$ cat config.mk
export PLATFORM = sky130hd
export DESIGN_NAME = core_muldiv
export DESIGN_NICKNAME = d
export VERILOG_FILES = /design/src/rtl/core_muldiv_pkg.sv /design/src/rtl/core_muldiv_step.sv /design/src/rtl/core_muldiv.sv
export SDC_FILE = /design/constraint.sdc
export NUM_CORES = 1
export LEC_CHECK = 0
export BUFFER_PORTS_ARGS = -buffer_cell sky130_fd_sc_hd__buf_2
export CORE_ASPECT_RATIO = 1.75
export CORE_UTILIZATION = 60
export CTS_CLUSTER_DIAMETER = 60
export CTS_CLUSTER_SIZE = 12
export DETAILED_ROUTE_END_ITERATION = 6
export PLACE_DENSITY = 0.78
export SLEW_MARGIN = 20
export SYNTH_ARGS = -nofsm -noshare
export SYNTH_HDL_FRONTEND = slang
export SYNTH_SLANG_ARGS = --single-unit
$ cat constraint.sdc
create_clock -name clk -period 8.7 [get_ports clk]
set_clock_uncertainty 0.2 [all_clocks]
set_input_delay 0.87 -clock clk [delete_from_list [all_inputs] [get_ports clk]]
set_output_delay 0.87 -clock clk [all_outputs]
set_load 0.02 [all_outputs]
$ cat src/rtl/core_muldiv_pkg.sv
// rtl/core_muldiv_pkg.sv - shared types and constants for the M-extension multiply/divide unit
package core_muldiv_pkg;

  localparam logic [6:0] M_FUNCT7 = 7'b0000001;

  typedef enum logic [2:0] {
    F3_MUL    = 3'b000,
    F3_MULH   = 3'b001,
    F3_MULHSU = 3'b010,
    F3_MULHU  = 3'b011,
    F3_DIV    = 3'b100,
    F3_DIVU   = 3'b101,
    F3_REM    = 3'b110,
    F3_REMU   = 3'b111
  } funct3_e;

  typedef enum logic [1:0] {
    ST_IDLE = 2'd0,
    ST_CALC = 2'd1,
    ST_DONE = 2'd2
  } state_e;

endpackage

$ cat src/rtl/core_muldiv_step.sv
// rtl/core_muldiv_step.sv - one radix-2 iteration: shift-add multiply or restoring divide
// hi/lo hold {partial product high, multiplier} for multiply, {remainder, dividend/quotient} for divide.
module core_muldiv_step #(
  parameter int XLEN = 32
) (
  input  logic            i_is_div,
  input  logic [XLEN:0]   i_hi,
  input  logic [XLEN-1:0] i_lo,
  input  logic [XLEN-1:0] i_opb,
  output logic [XLEN:0]   o_hi,
  output logic [XLEN-1:0] o_lo
);

  logic [XLEN:0] w_sum;
  logic [XLEN:0] w_shift;
  logic [XLEN:0] w_trial;
  logic          w_qbit;

  always_comb begin
    w_sum   = {1'b0, i_hi[XLEN-1:0]} + (i_lo[0] ? {1'b0, i_opb} : '0);
    w_shift = {i_hi[XLEN-1:0], i_lo[XLEN-1]};
    w_trial = w_shift - {1'b0, i_opb};
    // The remainder is always below the divisor, so bit XLEN of the trial is its sign.
    w_qbit  = ~w_trial[XLEN];
    if (i_is_div) begin
      o_hi = w_qbit ? w_trial : w_shift;
      o_lo = {i_lo[XLEN-2:0], w_qbit};
    end else begin
      o_hi = {1'b0, w_sum[XLEN:1]};
      o_lo = {w_sum[0], i_lo[XLEN-1:1]};
    end
  end

endmodule

$ cat src/rtl/core_muldiv.sv
// rtl/core_muldiv.sv - iterative RV32M/RV64M multiply/divide unit with start/ready/valid handshake
// Define CORE_MULDIV_FAST_MUL_EN for a single-cycle registered multiplier on MUL/MULH*.
module core_muldiv
  import core_muldiv_pkg::*;
#(
  parameter int XLEN  = 32,
  parameter int CNT_W = $clog2(XLEN) + 1
) (
  input  logic            clk,
  input  logic            rst,
  input  logic            i_start,
  input  logic [2:0]      i_funct3,
  input  logic [XLEN-1:0] i_num1u,
  input  logic [XLEN-1:0] i_num2u,
  input  logic            i_flush,
  output logic            o_ready,
  output logic            o_valid,
  output logic [XLEN-1:0] o_res
);

  localparam logic [CNT_W-1:0] LAST_CNT = CNT_W'(XLEN - 1);
  localparam logic [XLEN-1:0]  MOST_NEG = {1'b1, {(XLEN-1){1'b0}}};

  state_e          r_state;
  funct3_e         r_funct3;
  logic [CNT_W-1:0] r_cnt;
  logic [XLEN:0]   r_hi;
  logic [XLEN-1:0] r_lo;
  logic [XLEN-1:0] r_opb;
  logic            r_neg;
  logic            r_fast;
  logic            r_valid;
  logic [XLEN-1:0] r_res;

  funct3_e         w_f3;
  logic            w_sgn1, w_sgn2, w_neg1, w_neg2, w_div, w_rem;
  logic            w_div0, w_ovf;
  logic [XLEN-1:0] w_mag1, w_mag2, w_fast_res;
  logic [XLEN:0]   w_hi_nxt;
  logic [XLEN-1:0] w_lo_nxt;
  logic [2*XLEN-1:0] w_prod, w_prod_s;
  logic [XLEN-1:0] w_done_res;
`ifdef CORE_MULDIV_FAST_MUL_EN
  logic [2*XLEN-1:0] w_fast_prod;
  assign w_fast_prod = (2*XLEN)'(w_mag1) * (2*XLEN)'(w_mag2);
`endif

  // Accept-side decode: magnitudes, result sign and the divide special cases.
  always_comb begin
    w_f3       = funct3_e'(i_funct3);
    w_sgn1     = (w_f3 == F3_MULH) || (w_f3 == F3_MULHSU) || (w_f3 == F3_DIV) || (w_f3 == F3_REM);
    w_sgn2     = (w_f3 == F3_MULH) || (w_f3 == F3_DIV) || (w_f3 == F3_REM);
    w_neg1     = w_sgn1 & i_num1u[XLEN-1];
    w_neg2     = w_sgn2 & i_num2u[XLEN-1];
    w_mag1     = w_neg1 ? (XLEN'(0) - i_num1u) : i_num1u;
    w_mag2     = w_neg2 ? (XLEN'(0) - i_num2u) : i_num2u;
    w_div      = i_funct3[2];
    w_rem      = i_funct3[1];
    w_div0     = w_div && (i_num2u == '0);
    w_ovf      = w_div && w_sgn2 && (i_num1u == MOST_NEG) && (i_num2u == '1);
    w_fast_res = w_div0 ? (w_rem ? i_num1u : '1) : (w_rem ? '0 : i_num1u);
  end

  core_muldiv_step #(.XLEN(XLEN)) u_step (
    .i_is_div (r_funct3[2]),
    .i_hi     (r_hi),
    .i_lo     (r_lo),
    .i_opb    (r_opb),
    .o_hi     (w_hi_nxt),
    .o_lo     (w_lo_nxt)
  );

  always_comb begin
    w_prod   = {r_hi[XLEN-1:0], r_lo};
    w_prod_s = r_neg ? ((2*XLEN)'(0) - w_prod) : w_prod;
    case (r_funct3)
      F3_MUL:                      w_done_res = w_prod_s[XLEN-1:0];
      F3_MULH, F3_MULHSU, F3_MULHU: w_done_res = w_prod_s[2*XLEN-1:XLEN];
      F3_DIV, F3_DIVU:             w_done_res = r_neg ? (XLEN'(0) - r_lo) : r_lo;
      default:                     w_done_res = r_neg ? (XLEN'(0) - r_hi[XLEN-1:0]) : r_hi[XLEN-1:0];
    endcase
    if (r_fast) w_done_res = r_lo;
  end

  always_ff @(posedge clk or posedge rst) begin
    if (rst) begin
      r_state  <= ST_IDLE;
      r_funct3 <= F3_MUL;
      r_cnt    <= '0;
      r_hi     <= '0;
      r_lo     <= '0;
      r_opb    <= '0;
      r_neg    <= 1'b0;
      r_fast   <= 1'b0;
      r_valid  <= 1'b0;
      r_res    <= '0;
    end else if (i_flush) begin
      r_state <= ST_IDLE;
      r_cnt   <= '0;
      r_valid <= 1'b0;
    end else begin
      r_valid <= 1'b0;
      case (r_state)
        ST_IDLE: begin
          if (i_start) begin
            r_funct3 <= w_f3;
            r_cnt    <= '0;
            r_neg    <= (w_div && w_rem) ? w_neg1 : (w_neg1 ^ w_neg2);
            r_hi     <= '0;
            r_lo     <= w_div ? w_mag1 : w_mag2;
            r_opb    <= w_div ? w_mag2 : w_mag1;
            r_fast   <= 1'b0;
            r_state  <= ST_CALC;
            if (w_div0 || w_ovf) begin
              r_lo    <= w_fast_res;
              r_fast  <= 1'b1;
              r_state <= ST_DONE;
            end
`ifdef CORE_MULDIV_FAST_MUL_EN
            if (!w_div) begin
              {r_hi, r_lo} <= {1'b0, w_fast_prod};
              r_state      <= ST_DONE;
            end
`endif
          end
        end
        ST_CALC: begin
          r_hi  <= w_hi_nxt;
          r_lo  <= w_lo_nxt;
          r_cnt <= r_cnt + 1'b1;
          if (r_cnt == LAST_CNT) r_state <= ST_DONE;
        end
        ST_DONE: begin
          r_valid <= 1'b1;
          r_res   <= w_done_res;
          r_state <= ST_IDLE;
        end
        default: r_state <= ST_IDLE;
      endcase
    end
  end

  assign o_ready = (r_state == ST_IDLE);
  assign o_valid = r_valid;
  assign o_res   = r_res;

endmodule

==> flow_summary.toml <==
[route]
via_count = 15900
final_antenna_net_count = 0
first_pass_iters = 7
totalWireLength_mm = 53.1
vias_per_cell = 6.78
initialDrtViolationCount = 1628
drc_errors = 1
routedWlPerCell_um = 22.6

[pwr]
internal_power_w = 0.00195
p_per_area_mw_per_mm2 = 234
combPwrFrac_pct = 51.5
p_seq_share_pct = 28.8
p_clk_share_pct = 19.7
netSwitchingPower_w = 0.00177
swShare_pct = 47.5
cellLeakagePower_nw = 6.86
ir_worst_vdd_mv = 0.156

[worst_setup_path]
worst_ep_arrival_time_ns = 4.78
startpoint_type = "register"
worst_r2r_path_depth = 11
endpoint_kind = "register"
path_class = "register to register"
crit_required_ns = 8.82
cp_max_fo = 25

[clocking]
path_clk_slew_ns = 0.06
holdBufCountCts = 0
cts_buffers = 17
clk_path_buf_depth = 2
cts_tree = "built"
cts_resized = 0
root_buffer = "clkbuf_16"
post-cts-setup-buffers = 0
clkSinkCount = 142
insertion_delay_ns = 0.46
h-tree-depth = 4

[layout]
fin_nets = 2170
antennaDiodeCount = 0
final_layout_size_suffix_gt1_share_pct = 9.85
synthToLayoutAreaGrowth_pct = 7.62

[sta]
maxSlewHeadroom_pct = 25.3
setup_slack_ns = 4.04
tightest_slew_ns = 1.12
setup-tns-final_ns = 0
fmax_ghz = 0.215
fin_crit_ns = 4.66
final-hold-violation-count = 0
drv_slew = 0
rsz0062_at_grt = "no"
setup-violations-final = 0
period_share_pct = 53.6

[synthesis]
synth_area_per_cell_um2 = 7.31
synth_ff_type = "dfrtp_1"
yosysUniqueCellTypes = 79
syn_nets = 2167
synth_seq_cells = 142
synth_top_cell_by_area = "dfrtp_1"
synth_edf_count = 0
synthTopCellsByArea = "dfrtp_1 (24%), o21ai_0 (7.6%), a21oi_1 (7.3%)"
synth_top_area_share_pct = 24.0
syn_inst = 2024
yosys_warnings = 0
ys_seq_area_share_pct = 24.0
async_reset_ff_share_pct = 100
synthesis.area_mm2 = 0.0148

[floorplan]
dieArea_mm2 = 0.0253
die_height_um = 210
die_w_um = 121
ioPinCount = 105
start_util_pct = 61.3
fp-row-count = 75
coreArea_mm2 = 0.0241

[placement]
place_ws_ns = 4.01
port_buffers = 104
hpwl_mm = 40.5
place.gp.congestion = 1.03

[run_status]
failed_checks = "design-rule violations"
outcome = "finished, violations left"

[worst_hold_path]
min_delay_path_depth = 2
hold_class = "register to register"

[job]
max_cap_viol_count = 0

[grt]
overflow = 0
grt_max_degree = 94
grt_antenna_before_repair = 0
grt_pass1_vias = 15100
grtUsageTotal_pct = 42.5
grt_pass1_wl_mm = 82.3
power by group through the flow:
stage / Clock, W / Combinational [W] / Sequential, W
global placement: 0 / 0.00184 / 0.00106
CTS: 0.000734 / 0.00188 / 0.00106
global route: 0.000764 / 0.00209 / 0.00108
floorplan: 0 / 0.00136 / 0.00103
detailed placement: 0 / 0.00187 / 0.00107
finish: 0.000731 / 0.00192 / 0.00107
worst max-delay path: stages (launching register included):
cell and delay, ns:
dfrtp_1 0.48, clkinv_1 0.49, buf_4 0.34, ha_1 0.34, nor4bb_1 0.59, nand4_1 0.31
or2_1 0.41, or3_1 0.46, a21oi_1 0.18, o221ai_1 0.12, a21oi_1 0.45, o31ai_1 0.13
synth_stat cells, types with 6 or more instances:
library cell,number
or2_2,9
a221oi_1,6
ha_1,70
o21bai_1,7
or4_1,17
and3_1,8
clkbuf_1,122
o21a_1,14
o221ai_1,13
o31ai_1,40
a21o_1,27
o21ai_1,8
nand2_1,232
and2_1,9
nor2b_1,13
buf_1,8
nand3_1,39
mux2_2,10
a211o_1,7
buf_2,8
nor2_1,174
a31oi_1,27
nand4_1,22
xnor2_1,97
o41ai_1,9
xor2_1,72
nor4_1,18
nor3_1,41
o211ai_1,31
inv_1,65
nand2b_1,12
o22ai_1,15
a22oi_1,20
mux2i_1,54
o21ai_0,224
dfrtp_1,142
a211oi_1,20
a21oi_1,215
or3_1,26
final cells by class:
| class | count | area [um^2] |
|---|---|---|
| Clock inverter | 15 | 155 |
| Multi-Input combinational cell | 1672 | 10500 |
| Tap cell | 308 | 385 |
| Inverter | 68 | 260 |
| Clock buffer | 17 | 425 |
| Timing Repair Buffer | 126 | 686 |
| Sequential cell | 142 | 3560 |
| Fill cell | 2214 | 8200 |
placed cells by master, fill, tap and decap left out, drive strengths merged, types with 9 or more instances in the layout:
cell type  netlist  routed
a21oi          215     215
or3             26      26
o31ai           41      41
o21a            14      14
a21o            27      27
nor2           174     174
dfrtp          142     142
mux2            10      10
xor2            72      72
a211oi          20      20
buf             19     126
a22oi           20      20
o21ai          234     234
ha              70      70
nor3            41      41
clkbuf         123      17
nor2b           13      13
o221ai          14      14
xnor2           97      97
o22ai           15      15
o211ai          31      31
nand2b          12      12
nor4            18      18
o41ai            9       9
nand4           22      22
nand3           39      39
nand2          232     232
inv             65      72
or4             19      19
or2             11      11
a31oi           27      27
and2             9       9
mux2i           54      54
state kept, by name (all words and copies together) (netlist names):
register	flops
o_res	32
o_valid	1
r_cnt	6
r_fast	1
r_funct3	3
r_hi	32
r_lo	32
r_neg	1
r_opb	32
r_state	2
kinds of logic after synthesis:
kind of cell,Yosys count,synth area share (%)
AO/OA/AOI/OAI,727,29.8
XOR/XNOR,169,10.0
adder cells (fa/ha/maj),72,6.19
buffers and inverters,210,5.51
flip-flops,142,24.0
multiplexers,64,4.42
AND/OR/NAND/NOR,640,20.0
metal layers:
| metal | vias to the layer above | global-route usage, % | wire length [um] | share of wire, % |
|---|---|---|---|---|
| met1 | 7485 | 47.2 | 19100 | 36 |
| met4 | 0 | 40.4 | 5430 | 10 |
| met5 | - | 0 | 0 | 0 |
| met2 | 833 | 68.7 | 24800 | 47 |
| li1 | 7348 | - | - | - |
| met3 | 255 | 6.41 | 3700 | 7.0 |
path summary, 6_finish.rpt:
kind | from | end | slack (ns)
max in group asynchronous | rst | r_neg | 6.52
min reg2reg | o_res[24] | o_res[24] | 0.27
min in group asynchronous | rst | o_res[8] | 0.34
max | r_lo[0] | o_res[22] | 4.04
max reg2reg | r_lo[0] | o_res[22] | 4.04
min | o_res[24] | o_res[24] | 0.27
through the flow:
| stage | total power, W | cells | utilization [%] | area (um^2) | hold WS [ns] |
|---|---|---|---|---|---|
| floorplan | 0.00239 | 2024 | - | 14800 | 0.242 |
| global placement | 0.00289 | 2316 | 63.6 | 15300 | 0.256 |
| detailed placement | 0.00293 | 2316 | 63.6 | 15300 | 0.267 |
| CTS | 0.00366 | 2348 | 66.0 | 15900 | 0.280 |
| global route | 0.00394 | 2348 | 66.0 | 15900 | 0.302 |
| finish | 0.00372 | 2348 | 66.0 | 15900 | 0.271 |
Power figures use the tool's default switching activity.
